$ cat src/rtl/uart_pkg.sv
// rtl/uart_pkg.sv - shared UART constants and RX state encodings
package uart_pkg;

   localparam int UART_PRESC_W = 21;

   typedef enum logic [2:0] {
      ST_IDLE  = 3'd0,
      ST_START = 3'd1,
      ST_DATA  = 3'd2,
      ST_STOP  = 3'd3,
      ST_BREAK = 3'd4
   } rx_state_e;

endpackage

$ cat src/rtl/uart_sync.sv
// rtl/uart_sync.sv - N-flop synchronizer for async inputs, resets to 1 (idle)
module uart_sync #(
   parameter int STAGES = 2
) (
   input  logic clk,
   input  logic rst_n,
   input  logic d,
   output logic q
);

   logic [STAGES-1:0] ff;

   always_ff @(posedge clk) begin
      if (!rst_n) begin
         ff <= '1;
      end else begin
         ff <= {ff[STAGES-2:0], d};
      end
   end

   assign q = ff[STAGES-1];

endmodule

$ cat src/rtl/uart_rx.sv
// rtl/uart_rx.sv - 8N1 UART receiver with mid-bit sampling and runtime prescaler
module uart_rx
   import uart_pkg::*;
#(
   parameter int SYNC_STAGES = 2
) (
   input  logic                    CLK,
   input  logic                    rst_n,
   input  logic                    RX,
   input  logic [UART_PRESC_W-1:0] prescaler_in,
   output logic [7:0]              data,
   output logic                    rx_valid,
   output logic                    rx_frame_err,
   output logic                    rx_active
);

   localparam logic [UART_PRESC_W-1:0] PRESC_ONE = 1;

   logic                    rxs;
   rx_state_e               state;
   logic [UART_PRESC_W-1:0] presc;
   logic [UART_PRESC_W-1:0] cnt;
   logic [7:0]              shreg;
   logic [2:0]              bit_idx;

   uart_sync #(
      .STAGES(SYNC_STAGES)
   ) u_sync (
      .clk  (CLK),
      .rst_n(rst_n),
      .d    (RX),
      .q    (rxs)
   );

   always_ff @(posedge CLK) begin
      if (!rst_n) begin
         state        <= ST_IDLE;
         presc        <= '0;
         cnt          <= '0;
         shreg        <= 8'h00;
         bit_idx      <= 3'd0;
         data         <= 8'h00;
         rx_valid     <= 1'b0;
         rx_frame_err <= 1'b0;
         rx_active    <= 1'b0;
      end else begin
         rx_valid     <= 1'b0;
         rx_frame_err <= 1'b0;
         case (state)
            ST_IDLE: begin
               if (!rxs) begin
                  // Half-bit offset puts every later sample at mid-bit
                  presc     <= prescaler_in;
                  cnt       <= (prescaler_in >> 1) - PRESC_ONE;
                  state     <= ST_START;
                  rx_active <= 1'b1;
               end
            end
            ST_START: begin
               if (cnt == '0) begin
                  cnt <= presc - PRESC_ONE;
                  if (rxs) begin
                     state     <= ST_IDLE;
                     rx_active <= 1'b0;
                  end else begin
                     state   <= ST_DATA;
                     bit_idx <= 3'd0;
                  end
               end else begin
                  cnt <= cnt - PRESC_ONE;
               end
            end
            ST_DATA: begin
               if (cnt == '0) begin
                  shreg   <= {rxs, shreg[7:1]};
                  cnt     <= presc - PRESC_ONE;
                  bit_idx <= bit_idx + 3'd1;
                  if (bit_idx == 3'd7) begin
                     state <= ST_STOP;
                  end
               end else begin
                  cnt <= cnt - PRESC_ONE;
               end
            end
            ST_STOP: begin
               if (cnt == '0) begin
                  if (rxs) begin
                     data      <= shreg;
                     rx_valid  <= 1'b1;
                     state     <= ST_IDLE;
                     rx_active <= 1'b0;
                  end else begin
                     rx_frame_err <= 1'b1;
                     state        <= ST_BREAK;
                  end
               end else begin
                  cnt <= cnt - PRESC_ONE;
               end
            end
            ST_BREAK: begin
               // A held-low line reports one error, not a stream of frames
               if (rxs) begin
                  state     <= ST_IDLE;
                  rx_active <= 1'b0;
               end
            end
            default: begin
               state     <= ST_IDLE;
               rx_active <= 1'b0;
            end
         endcase
      end
   end

endmodule

$ cat config.mk
export PLATFORM = sky130hd
export DESIGN_NAME = uart_rx
export DESIGN_NICKNAME = d
export VERILOG_FILES = /design/src/rtl/uart_pkg.sv /design/src/rtl/uart_sync.sv /design/src/rtl/uart_rx.sv
export SDC_FILE = /design/constraint.sdc
export NUM_CORES = 1
export LEC_CHECK = 0
export ABC_AREA = 1
export CELL_PAD_IN_SITES_DETAIL_PLACEMENT = 2
export CELL_PAD_IN_SITES_GLOBAL_PLACEMENT = 2
export CORE_ASPECT_RATIO = 0.75
export CORE_MARGIN = 5
export CORE_UTILIZATION = 29
export DETAILED_ROUTE_END_ITERATION = 8
export GPL_ROUTABILITY_DRIVEN = 0
export HOLD_SLACK_MARGIN = 0.15
export PLACE_DENSITY = 0.87
export SYNTH_ARGS = -nofsm -noshare
export SYNTH_HDL_FRONTEND = slang
export SYNTH_SLANG_ARGS = --single-unit
$ cat constraint.sdc
create_clock -name CLK -period 1.55 [get_ports CLK]
set_input_delay 0.31 -clock CLK [delete_from_list [all_inputs] [get_ports CLK]]
set_output_delay 0.31 -clock CLK [all_outputs]
set_load 0.05 [all_outputs]
==> run_results.csv, run 1 <==
group,metric,value,unit
timing,worst_path_end_type,"sequential cell input",
logic_synthesis,syn_inst,737,
logic_synthesis,async_flop_share,0,
logic_synthesis,synth-seq-cells,69,
floorplan,rows,39,
floorplan,die-height,119,um
logic_synthesis,synth_seq_area_share,0.302,
timing,worst_endpoint,"data[6]$_SDFFE_PN0P_/D",
global_route,grt_max_degree,44,
outcome,tool.error,"[ERROR DPL-0033] detailed placement checks failed during check placement.",
global_route,antenna_found_initial,3,
floorplan,start_util,0.298,
logic_synthesis,yosysUniqueCellTypes,40,
logic_synthesis,synth_area,4580,sq um
logic_synthesis,synth_edf_count,0,
clocking,cts_root_buffer,"clkbuf_16",
outcome,stop_stage,"5_1_grt",
placement,portBuffers,34,
clocking,numCtsBuffers,9,
clocking,hold_buffers,0,
logic_synthesis,syn_nets,767,
logic_synthesis,yosysTopAreaCell,"dfxtp_1",
floorplan,die_x,155,um
logic_synthesis,synthFlopType,"dfxtp_1",
outcome,run_status,"aborted with a tool error",
logic_synthesis,synth_area_per_cell,6.21,sq um
logic_synthesis,synth_top_area_share,0.302,
clocking,cts.sinks,69,
floorplan,io_pins,35,
logic_synthesis,yosysMostFrequentCell,"nor2_1",
placement,hpwlAfterDp,21300,um
clocking,h-tree-depth,3,
clocking,clock_path_buffers,2,
logic_synthesis,yosys-top-cells-area,"dfxtp_1, nor2_1, nand2_1",
logic_synthesis,yosys_warnings,0,
logic_synthesis,synthTopCellsByCount,"nor2_1, nand2_1, inv_1",
-- cell families after synthesis --
kind of cell / after synthesis / synth area share
and+or+nand+nor: 399 / 0.384
AOI/OAI and AO/OA: 140 / 0.169
buffers and inverters: 105 / 0.0943
DFF: 69 / 0.302
xor gates and xnor gates: 18 / 0.0344
adders and majority gates: 6 / 0.0164
-- per-stage QoR --
step / worst slack, ns / hold slack [ns] / cells / area (sq um) / setup TNS, ns
floorplan: -0.0269 / 0.393 / 737 / 4640 / -0.467
global placement: -0.542 / 0.405 / 1113 / 6450 / -10.61
detailed placement: -0.735 / 0.423 / 1113 / 6450 / -21.06
CTS: -0.280 / 0.455 / 1165 / 7960 / -10.06
-- repair_timing --
action,in CTS
gates resized for setup,263
cloned,6
buffers inserted,30
pin swaps,68
endpoints found under the setup margin,67
==> run 2, diff against run 1 <==
- CELL_PAD_IN_SITES_DETAIL_PLACEMENT: 2 -> not set
- CELL_PAD_IN_SITES_GLOBAL_PLACEMENT: 2 -> not set
- CORE_ASPECT_RATIO: 0.75 -> not set
- CORE_UTILIZATION: 29 -> 37
- HOLD_SLACK_MARGIN: 0.15 -> not set
- PLACE_DENSITY: 0.87 -> not set
- PLACE_DENSITY_LB_ADDON: not set -> 0.15
- clock period: 1.55 -> 2 ns (I/O delays scaled with it)
==> run_results.csv, run 2 <==
group,metric,value,unit
setup_path,critical_path.max_stage_delay,0.81,ns
route,wl_met1,7000,um
placement,portBuffers,34,
timing,min_period,1.90,ns
clocking,path_clk_slew,0.06,ns
clocking,cts.sinks,69,
setup_path,cp_slowest_cell,"clkdlybuf4s50_1",
route,drt_iter0_markers,456,
timing,setup_slack,0.0996,ns
setup_path,critical_path_buf_inv_count,1,
floorplan,rows,40,
logic_synthesis,synth-seq-cells,69,
placement,place_ws,-0.170,ns
logic_synthesis,yosys-top-cells-area,"dfxtp_1, nor2_1, nand2_1",
timing,tightest_slew,0.506,ns
setup_path,crit_fanout,2,
cells_and_area,diodes,0,
floorplan,start_util,0.380,
logic_synthesis,synthTopCellsByCount,"nor2_1, nand2_1, inv_1",
route,wirelength,15200,um
logic_synthesis,syn_nets,767,
route,dr_wl_met3,967,um
floorplan,io_pins,35,
job,maxCapViolations,0,
route,drt_pass1_iterations,7,
setup_path,cp_data_required_time,1.60,ns
global_route,grt_max_degree,44,
logic_synthesis,synth_edf_count,0,
setup_path,crit_chain,"clkdlybuf4s50_1",
logic_synthesis,synthFlopType,"dfxtp_1",
logic_synthesis,synth_top_area_share,0.302,
clocking,h-tree-depth,3,
cells_and_area,layout_common_cells,"nor2_1, nand2_1, inv_1",
global_route,grt.overflow.total,0,
power,leakage,0.00261,uW
logic_synthesis,yosysUniqueCellTypes,40,
logic_synthesis,yosys_warnings,0,
floorplan,dieArea,14700,sq um
route,vias,5181,
logic_synthesis,synth_area_per_cell,6.21,sq um
timing,hold_viol,0,
placement,hpwlAfterDp,11800,um
timing,max-slew-margin-rel,0.661,
floorplan,die-height,121,um
setup_path,critical-path-top-delay-family,"buffers and inverters",
clocking,cts_tree,"built",
power,power,8290,uW
clocking,clk-insertion-delay-late,0.35,ns
route,antenna_left,0,
floorplan,core,12100,sq um
logic_synthesis,async_flop_share,0,
setup_path,worstSetupPathType,"register to output port",
clocking,cts_root_buffer,"clkbuf_16",
setup_path,cp_data_arrival_time,1.50,ns
cells_and_area,drive_above_1_share,0.139,
route,drc_errors,0,
power,p_per_area,1410,nW/um^2
timing,setup_viol,0,
clocking,numCtsBuffers,9,
logic_synthesis,syn_inst,737,
global_route,grt_pass1_vias,4857,
floorplan,die_x,121,um
timing,fin_skew,0.00434,ns
timing,post-route-period-util,0.950,
route,wl_per_cell,15.2,um
cells_and_area,final_common_cell,"nor2_1",
route,wl_met2,6870,um
cells_and_area,nNetsFinal,861,
setup_path,cp-end-kind,"output port",
route,vias_per_cell,5.16,
timing,maxSlewViolCount,0,
timing,fmax,0.526,GHz
cells_and_area,nFillCells,1265,
global_route,antenna_found_initial,0,
worst_hold_path,hp-class,"register to register",
logic_synthesis,synth_seq_area_share,0.302,
route,maxUsedRoutingLayer,"met4",
logic_synthesis,yosysTopAreaCell,"dfxtp_1",
clocking,hold_buffers,0,
logic_synthesis,yosysMostFrequentCell,"nor2_1",
clocking,clock_path_buffers,2,
cells_and_area,area_growth_syn_to_layout,28.4,%
global_route,grt_usage,0.212,
power,ir_worst_vdd,0.636,mV
global_route,grt_pass1_wl,24400,um
cells_and_area,top_regs,"cnt x21, presc x21",
setup_path,startpoint_type,"register",
logic_synthesis,synth_area,4580,sq um
outcome,run_status,"finished clean",
-- run 2: cell families (layout without fill, tap and decap cells) --
kind of cell / Yosys count / count (layout) / synth area share
XOR/XNOR: 18 / 18 / 0.0344
buffers and inverters: 105 / 204 / 0.0943
AO/OA/AOI/OAI: 140 / 140 / 0.169
adder cells (fa/ha/maj): 6 / 6 / 0.0164
flip-flops: 69 / 69 / 0.302
AND/OR/NAND/NOR: 399 / 399 / 0.384
-- run 2: through the flow --
step / hold WS [ns] / area (sq um) / cells / utilization / setup TNS [ns]
after global routing: 0.454 / 5880 / 1004 / 0.487 / -0.0471
after CTS: 0.434 / 5830 / 1001 / 0.484 / 0
final: 0.431 / 5880 / 1004 / 0.487 / 0
after detailed placement: 0.414 / 5540 / 985 / 0.459 / -1.10
after floorplan: 0.393 / 4580 / 737 / - / 0
after global placement: 0.395 / 5540 / 985 / 0.459 / -0.705
-- run 2: per-layer routing --
layer	GRT usage	vias to the layer above
met5	0	-
met4	0.0784	0
met3	0.0462	28
met2	0.334	180
met1	0.283	2375
li1	-	2598
-- run 2: worst paths after layout --
check                                              from                      end  slack, ns  cells after the start
worst min register to register  u_sync.ff[0]$_SDFF_PN1_  u_sync.ff[1]$_SDFF_PN1_       0.43                      1
worst min-delay path            u_sync.ff[0]$_SDFF_PN1_  u_sync.ff[1]$_SDFF_PN1_       0.43                      1
worst max register to register      cnt[0]$_SDFFE_PN0P_      cnt[9]$_SDFFE_PN0P_       0.12                     10
worst max-delay path             rx_active$_SDFFE_PN0P_                rx_active        0.1                      1
-- run 2: area by class of cell --
cell class	instances	area (sq um)	share of cell area
Sequential cell	69	1380	0.235
Multi-Input combinational cell	563	2790	0.474
Tap cell	168	210	0.0358
Clock inverter	7	68.8	0.0117
Inverter	88	333	0.0566
Clock buffer	9	225	0.0383
Timing Repair Buffer	100	873	0.149
-- run 2: what timing repair did --
action	in CTS	in global routing
endpoints found under the setup margin	0	19
setup buffers	0	3
resized for setup	0	9
-- run 2: report_power, final --
group,total (uW),switching [uW],internal (uW)
Clock,1630,745,884
Combinational,4700,3010,1680
Sequential,1960,300,1660
(Power assumes the default switching activity.)
